==> config.mk <==
export PLATFORM = sky130hd
export DESIGN_NAME = a2f_stream_arbiter_flat
export DESIGN_NICKNAME = d
export VERILOG_FILES = /design/src/rtl/a2f_stream_arbiter_if.sv /design/src/rtl/a2f_stream_arbiter.sv /design/src/flat_wrapper.sv
export SDC_FILE = /design/constraint.sdc
export NUM_CORES = 1
export LEC_CHECK = 0
export CAP_MARGIN = 20
export CORE_UTILIZATION = 28
export CTS_CLUSTER_DIAMETER = 150
export DETAILED_ROUTE_END_ITERATION = 16
export PLACE_DENSITY = 0.54
export SETUP_SLACK_MARGIN = 0.4
export SYNTH_ARGS = -nofsm -noshare
export SYNTH_HDL_FRONTEND = slang
export SYNTH_SLANG_ARGS = --single-unit
==> constraint.sdc <==
create_clock -name clk -period 2.17 [get_ports clk]
set_input_delay 0.5425 -clock clk [delete_from_list [all_inputs] [get_ports clk]]
set_output_delay 0.5425 -clock clk [all_outputs]
set_load 0.02 [all_outputs]
==> src/rtl/a2f_stream_arbiter_if.sv <==
// Sink-side bundle between the stream arbiter and the A2F FIFO write port.
// The arbiter uses the master modport; the A2F FIFO side uses the slave modport.
interface a2f_stream_arbiter_if #(
  parameter int DATA_WIDTH = 32
);
  logic                  sink_space_ok;
  logic                  a2f_wr_req;
  logic [DATA_WIDTH-1:0] a2f_wdata;

  modport master (
    input  sink_space_ok,
    output a2f_wr_req,
    output a2f_wdata
  );

  modport slave (
    output sink_space_ok,
    input  a2f_wr_req,
    input  a2f_wdata
  );
endinterface

==> src/rtl/a2f_stream_arbiter.sv <==
// Round-robin burst arbiter: multiplexes per-channel source FIFOs onto the A2F FIFO with a header per burst.
// Define A2F_ARB_TRAILER_EN to append an XOR-checksum trailer word after each burst.
module a2f_stream_arbiter #(
  parameter int NUM_CH     = 4,
  parameter int DATA_WIDTH = 32,
  parameter int BURST_LEN  = 256
) (
  input  logic                         clk,
  input  logic                         reset,
  input  logic [NUM_CH-1:0]            ch_enable,
  input  logic [NUM_CH-1:0]            ch_burst_ready,
  input  logic [NUM_CH-1:0]            ch_empty,
  input  logic [NUM_CH*DATA_WIDTH-1:0] ch_data,
  output logic [NUM_CH-1:0]            ch_rd_req,
  a2f_stream_arbiter_if.master         a2f,
  output logic                         busy,
  output logic [3:0]                   cur_ch,
  output logic                         error
);

  localparam int              CH_W    = (NUM_CH > 1) ? $clog2(NUM_CH) : 1;
  localparam logic [15:0]     BLEN    = 16'(BURST_LEN);
  localparam logic [CH_W-1:0] LAST_CH = CH_W'(NUM_CH - 1);

`ifdef A2F_ARB_TRAILER_EN
  typedef enum logic [1:0] {IDLE, HEADER, BURST, TRAILER} state_t;
`else
  typedef enum logic [1:0] {IDLE, HEADER, BURST} state_t;
`endif

  state_t                state, state_nx;
  logic [CH_W-1:0]       rr_last, cur_idx, winner, cand;
  logic [15:0]           rd_cnt, wr_cnt;
  logic [7:0]            seq [NUM_CH];
  logic [DATA_WIDTH-1:0] ch_word [NUM_CH];
  logic [NUM_CH-1:0]     eligible;
  logic                  found;
  logic                  rd_en;
`ifdef A2F_ARB_TRAILER_EN
  logic [DATA_WIDTH-1:0] xor_acc;
`endif

  assign cur_idx  = cur_ch[CH_W-1:0];
  assign eligible = ch_enable & ch_burst_ready;

  always_comb begin
    for (int i = 0; i < NUM_CH; i++) begin
      ch_word[i] = ch_data[i*DATA_WIDTH +: DATA_WIDTH];
    end
  end

  // First eligible channel after the last grant, wrapping around.
  always_comb begin
    winner = rr_last;
    found  = 1'b0;
    cand   = '0;
    for (int k = 1; k <= NUM_CH; k++) begin
      cand = CH_W'((int'(rr_last) + k) % NUM_CH);
      if (!found && eligible[cand]) begin
        winner = cand;
        found  = 1'b1;
      end
    end
  end

  always_ff @(posedge clk or posedge reset) begin
    if (reset) state <= IDLE;
    else       state <= state_nx;
  end

  always_comb begin
    state_nx       = state;
    a2f.a2f_wr_req = 1'b0;
    a2f.a2f_wdata  = '0;
    rd_en          = 1'b0;
    busy           = 1'b0;
    case (state)
      IDLE: begin
        if (found && a2f.sink_space_ok) state_nx = HEADER;
      end
      HEADER: begin
        a2f.a2f_wr_req = 1'b1;
        a2f.a2f_wdata  = DATA_WIDTH'({4'hA, cur_ch, seq[cur_idx], BLEN});
        rd_en          = 1'b1;
        busy           = 1'b1;
        state_nx       = BURST;
      end
      BURST: begin
        a2f.a2f_wr_req = 1'b1;
        a2f.a2f_wdata  = ch_word[cur_idx];
        rd_en          = (rd_cnt != 16'd0);
        busy           = 1'b1;
`ifdef A2F_ARB_TRAILER_EN
        if (wr_cnt == 16'd1) state_nx = TRAILER;
`else
        if (wr_cnt == 16'd1) state_nx = IDLE;
`endif
      end
`ifdef A2F_ARB_TRAILER_EN
      TRAILER: begin
        a2f.a2f_wr_req = 1'b1;
        a2f.a2f_wdata  = xor_acc;
        busy           = 1'b1;
        state_nx       = IDLE;
      end
`endif
      default: state_nx = IDLE;
    endcase
  end

  assign ch_rd_req = rd_en ? (NUM_CH'(1) << cur_idx) : '0;

  // The header itself issues the first read, so the burst only needs BURST_LEN-1 more.
  always_ff @(posedge clk or posedge reset) begin
    if (reset) begin
      rr_last <= LAST_CH;
      cur_ch  <= '0;
      rd_cnt  <= '0;
      wr_cnt  <= '0;
      error   <= 1'b0;
      for (int i = 0; i < NUM_CH; i++) seq[i] <= '0;
    end else begin
      if (rd_en && ch_empty[cur_idx]) error <= 1'b1;
      case (state)
        IDLE: begin
          if (state_nx == HEADER) begin
            cur_ch  <= 4'(winner);
            rr_last <= winner;
          end
        end
        HEADER: begin
          rd_cnt <= BLEN - 16'd1;
          wr_cnt <= BLEN;
        end
        BURST: begin
          if (rd_en) rd_cnt <= rd_cnt - 16'd1;
          wr_cnt <= wr_cnt - 16'd1;
          if (wr_cnt == 16'd1) seq[cur_idx] <= seq[cur_idx] + 8'd1;
        end
        default: ;
      endcase
    end
  end

`ifdef A2F_ARB_TRAILER_EN
  always_ff @(posedge clk or posedge reset) begin
    if (reset)                xor_acc <= '0;
    else if (state == HEADER) xor_acc <= '0;
    else if (state == BURST)  xor_acc <= xor_acc ^ ch_word[cur_idx];
  end
`endif

endmodule
==> src/flat_wrapper.sv <==
// flat-port wrapper written by rule: the top's interface ports become plain ports
module a2f_stream_arbiter_flat 
#(
  parameter int NUM_CH     = 4,
  parameter int DATA_WIDTH = 32,
  parameter int BURST_LEN  = 256
)
  (clk, reset, ch_enable, ch_burst_ready, ch_empty, ch_data, ch_rd_req, busy, cur_ch, error, a2f_sink_space_ok, a2f_a2f_wr_req, a2f_a2f_wdata);
  a2f_stream_arbiter_if #(.DATA_WIDTH(DATA_WIDTH)) a2f_i ();
  input  logic clk;
  input  logic reset;
  input  logic [NUM_CH-1:0] ch_enable;
  input  logic [NUM_CH-1:0] ch_burst_ready;
  input  logic [NUM_CH-1:0] ch_empty;
  input  logic [NUM_CH*DATA_WIDTH-1:0] ch_data;
  output logic [NUM_CH-1:0] ch_rd_req;
  output logic busy;
  output logic [3:0] cur_ch;
  output logic error;
  input wire logic [$bits(a2f_i.sink_space_ok)-1:0] a2f_sink_space_ok;
  output wire logic [$bits(a2f_i.a2f_wr_req)-1:0] a2f_a2f_wr_req;
  output wire logic [$bits(a2f_i.a2f_wdata)-1:0] a2f_a2f_wdata;
  assign a2f_i.sink_space_ok = a2f_sink_space_ok;
  assign a2f_a2f_wr_req = a2f_i.a2f_wr_req;
  assign a2f_a2f_wdata = a2f_i.a2f_wdata;
  a2f_stream_arbiter #(.NUM_CH(NUM_CH), .DATA_WIDTH(DATA_WIDTH), .BURST_LEN(BURST_LEN)) u_core (.clk(clk), .reset(reset), .ch_enable(ch_enable), .ch_burst_ready(ch_burst_ready), .ch_empty(ch_empty), .ch_data(ch_data), .ch_rd_req(ch_rd_req), .a2f(a2f_i), .busy(busy), .cur_ch(cur_ch), .error(error));
endmodule
* Word level (Yosys, flattened, before mapping)
Index checks and enable logic that the tools add are counted.
** Storage, ports and cells
- Input port bits :: 143
- Bits in registers :: 71
- Word-level logic and storage cells :: 85
** Operators by class
- Multiplexer cells :: 37
- Bitwise logic cells :: 2
- Eq/ne operators :: 5
- Reduce and logical (&&, ||, !) cells :: 16
- Add/sub/neg operators :: 7
- Shift-type cells :: 1
- Magnitude comparators :: 7
** Operator list (count)
- $bmux W32 S2 :: 1
- $mux W32 :: 2
- $pmux W16 S2 :: 2
- $pmux W32 S2 :: 1
- $bwmux W32 :: 1
- $sub A16 B1 Y16 const B :: 2
- $mux W8 :: 3
- $bmux W8 S2 :: 1
- $demux W8 S2 :: 1
- $eq A16 B1 Y1 const B :: 1
- $mux W16 :: 1
- $reduce_bool A16 Y1 :: 1
- $lt A2 B3 Y1 const B :: 5
- $mux W2 :: 6
- $bmux W1 S2 :: 5
- $mux W1 :: 10
- $add A8 B1 Y8 const B :: 1
- $logic_and A1 B1 Y1 :: 6
- $pmux W2 S3 :: 1
- $reduce_and A2 Y1 :: 3
- $add A2 B1 Y2 const B :: 2
- $add A2 B2 Y2 const B :: 2
- $and A4 B4 Y4 :: 1
- $eq A2 B1 Y1 const B :: 2
- other kinds (12) :: 14

* Depth between registers and ports, before layout
- Word-level depth :: 18
- Gate-level depth with buffers :: 9
- Depth with buffers taken out :: 7

* Least setup slack after synthesis
Ideal clock, no wire load.
- Path type :: register to output
- Start :: register u_core.state[0]
- End :: output port ch_rd_req[0]
- Arrival time :: 2.189 ns
- Data required time :: 1.627 ns
- Setup slack :: -0.561 ns
- Stages on the path, launching flop included :: 7
- Path through :: dfrtp_1 -> inv_1 -> ha_1 -> clkinv_1 -> nor2_1 -> a21oi_1 -> nor3_1
** Between the ends
- Cells in the longest elaborated chain, start to end :: 3
- Elaborated cells on any way between the ends :: 4
- Those cells by class :: eq/ne: 2; mux: 2
** RTL lines
- from (decl) :: RTL line a2f_stream_arbiter.sv:31 : state_t state, state_nx;
- from (signal assigned) :: RTL line a2f_stream_arbiter.sv:68 : else state <= state_nx;
- $eq A2 B2 Y1 / $eq A2 B1 Y1 (equally long branches) :: RTL line a2f_stream_arbiter.sv:77 : case (state)
- $pmux W1 S2 * :: RTL line a2f_stream_arbiter.sv:77
- $mux W4 * :: RTL line a2f_stream_arbiter.sv:111 : assign ch_rd_req = rd_en ? (NUM_CH'(1) << cur_idx) : '0;
- to (decl) :: RTL line flat_wrapper.sv:16 : output logic [NUM_CH-1:0] ch_rd_req;
Every way passes the cells marked *; elsewhere a longest branch is shown, timed or not.

* Worst setup path in the final report
- Start :: register u_core.rd_cnt[0]
- End :: output port ch_rd_req[0]
** Between the ends
- Cells in the longest elaborated chain, start to end :: 3
** RTL lines
- from (decl) :: RTL line a2f_stream_arbiter.sv:33 : logic [15:0] rd_cnt, wr_cnt;
- from (signal assigned) :: RTL line a2f_stream_arbiter.sv:132 : rd_cnt <= BLEN - 16'd1;
- from (signal assigned) :: RTL line a2f_stream_arbiter.sv:136 : if (rd_en) rd_cnt <= rd_cnt - 16'd1;
- $reduce_bool A16 Y1 :: RTL line a2f_stream_arbiter.sv:91 : rd_en = (rd_cnt != 16'd0);
- $pmux W1 S2 :: RTL line a2f_stream_arbiter.sv:77
- $mux W4 :: RTL line a2f_stream_arbiter.sv:111
No other way between the ends.

==> impl_results.md <==
- Total Nets Final: 911
- TritonCTS clock tree: yes
- Antenna viol nets, final: 0
- Startpoint Class: flop
- Sequential share of power: 40.7%
- Avg Inst Size Synth: 11.0 sq um
- Max H-tree Level: 3
- Int Pwr: 2530 uW
- Num Clock Sinks: 71
- Layout cells sized above 1: 48.9%
- Min-delay src: u_core.error$_DFFE_PP0P_
- TritonRoute pass-1 iters: 4
- Worst Skew: 0.00736 ns
- CTS clock-pin slew for the worst setup and hold paths: 0.05 ns
- Vias in the first global route: 5,131
- Hold Buf Count CTS: 0
- Via count: 4,873
- Sequential area share after synthesis: 36.0%
- HPWL after detailed placement: 12,500 microns
- DR vias/cell: 4.92
- Mapped Cells: 451
- Slew @ Worst Pin: 0.509 ns
- Final core utilization: 55.3%
- Crit path DAT: 2.02 ns
- Placed Cells: 935
- CP Max Fanout: 3
- Final setup fails: 52
- Fin crit period: 2.56 ns
- Setup ws final: -0.388 ns
- RSZ-0062 raised after global routing: yes
- GRT overflow: 0
- Worst-Skew Late Latency: 0.34 ns
- Max cap viols: 0
- GR Util All Layers: 18.6%
- Kind of critical path: flop to output pin
- Async SR Flop Fraction: 100%
- Synth Register Bits: 71
- Wire per inst: 17.3 microns
- Power Dens Cells: 341 nW/um^2
- WP buf/inv: 3
- Fmax: 391 MHz
- CTS buffer count: 9
- Final Wtd Congestion: 0.799
- Mapped Area: 4940 sq um
- Most frequent cell after synthesis: dfrtp_1
- Clock Tree Buf Depth: 2
- Die H: 135 microns
- Starting Density: 28.7%
- DRC viols: 0
- P_leak: 0.00421 uW
- Worst R2R Start: u_core.state[1]$_DFF_PP0_
- Status: finished, violations left
- Die width: 135 microns
- Design area: 9530 sq um
- Synth cell count leaders: dfrtp_1 (69), mux4_2 (41), nor2_1 (39)
- Cell taking the most area after synthesis: dfrtp_1
- Cell row count: 48
- Area contributors post-synth: dfrtp_1 (35%), mux4_2 (19%), mux2_2 (4.8%)
- Slew Viols, Final: 0
- Post-synth top area share: 35.0%
- Number of synthesized flops with an enable pin: 0
- Fin crit share: 118%
- YS warnings: 0
- Top-Level Pins: 186
- Switching share of power: 22.1%
- Failing checks: setup timing
- Routed WL: 17,100 microns
- Non-Filler Instances: 990
- Largest net degree at the start of global routing: 23
- Ys flop type: dfrtp_1
- Psw: 719 uW
- Crit. Startpoint: u_core.rd_cnt[0]$_DFFE_PP0P_
- Area after DPL: 8220 sq um
- Crit path largest cell delay: 0.39 ns
- Worst vdd ir: 294 uV
- Area grow syn2layout: 92.9%
- Port bufs: 183
- Critical path cell sequence: inv_2 > ha_4 > nor3b_4 > nand4_1 > nand2b_4 > a21oi_4 > buf_6 > nor3_2 > buf_4
- Top delay family on crit path: simple AND/OR/NAND/NOR gates
- Netlist cell types: 54
- Initial antenna violation count: 0
- Fin. Hold Viols: 0
- CTS Root Cell: clkbuf_16
- Slowest CP cell: dfrtp_1
- Critical Path Stages: 9
- Worst R2R Path Depth: 8
- Worst setup EP type: output pin
- Starting DRT DRC Count: 231
- Clock power share: 42.8%
- Comb power frac: 16.5%
- R2R setup slack: -0.08 ns
- Hold Path Class: flop to flop
- Total power: 3250 uW
- Max-slew headroom: 66.0%
- Worst Path Required: 1.63 ns
- Die footprint: 18,200 sq um
- First-pass GRT wire length: 26,100 microns
- Antenna diodes: 0
- Worst hold path cell count: 1
- Core Box Area: 17,200 sq um
## logic make-up (layout without fill, tap and decap cells)
family	Yosys count	after routing	synth area share [%]
compound gates	71	71	9.85
xor+xnor	24	24	4.26
fa+ha+maj	8	8	2.03
buf+inv	44	357	4.05
flops	71	71	36.0
mux	79	79	27.2
other cells	1	2	0.0759
simple gates	153	153	16.5
## area by class of cell
type | count | area (sq um)
clock buffers | 13 | 260
clock inverters | 3 | 17.5
fillers | 1436 | 7710
inverters | 14 | 61.3
multi-input cells | 337 | 3770
flip-flops and latches | 71 | 1780
well taps | 225 | 282
repair buffers | 327 | 3360
## stage by stage
stage,setup WS (ns),setup TNS [ns],hold WS [ns]
floorplan,-0.0248,-0.0449,0.445
global placement,-0.651,-18.23,0.458
detailed placement,-0.637,-18.54,0.465
CTS,-0.410,-10.62,0.477
global route,-0.515,-14.49,0.508
finish,-0.388,-10.23,0.480
## placed cells by master (no fill, tap or decap), types with 7 or more instances in the layout
cell type        count
clkdlybuf4s50_1    142
buf_4               92
buf_6               68
dfrtp_1             67
mux4_2              41
nor2_1              35
nand2_1             24
mux2_4              22
nor2b_4             21
buf_12              13
xor2_1              11
a21oi_1             10
clkbuf_16           10
mux2_2               9
inv_1                8
nor3_1               8
mux2i_1              7
xnor2_1              7
a22o_4               7
buf_8                7
## flip-flops by register name, indices dropped and copies added (netlist names)
name	cells
u_core.error	1
u_core.wr_cnt	16
u_core.seq	32
u_core.state	2
u_core.rd_cnt	16
u_core.rr_last	2
u_core.cur_ch	2
## worst paths after layout
| check | end |
|---|---|
| min in group asynchronous | u_core.seq[19]$_DFFE_PP0P_ |
| max reg2reg | u_core.wr_cnt[13]$_DFFE_PP0P_ |
| min | u_core.error$_DFFE_PP0P_ |
| min reg2reg | u_core.error$_DFFE_PP0P_ |
| max in group asynchronous | u_core.seq[14]$_DFFE_PP0P_ |
| max | ch_rd_req[0] |
## worst register-to-register path: stages (launching register included)
cell,delay (ns)
dfrtp_1,0.39
inv_2,0.07
ha_4,0.30
buf_6,0.11
or3b_1,0.36
or3_4,0.44
nor4b_4,0.27
xnor2_1,0.15
nor2_1,0.05
## power groups by stage
stage               logic [uW]  clock network, uW  registers (uW)
floorplan                  173                  0            1350
global placement           516                  0            1350
detailed placement         527                  0            1350
CTS                        539               1410            1320
global route               567               1480            1320
finish                     536               1390            1320
## routing by layer
metal  vias to the layer above  global-route usage, %  share of wire, %
li1                       2310                      -                 -
met1                      2417                   20.9                39
met2                       131                   34.8                54
met3                        15                   4.05               5.9
met4                         0                   5.62               1.4
met5                         -                      0                 0
## repair_timing
| action | 4_1_cts | 5_1_grt |
|---|---|---|
| resized for setup | 341 | 35 |
| setup buffers | 22 | 13 |
| setup endpoints to repair | 101 | 105 |
| pin swaps | 33 | 21 |
| gates cloned | 3 | 1 |
(Power assumes the default switching activity.)
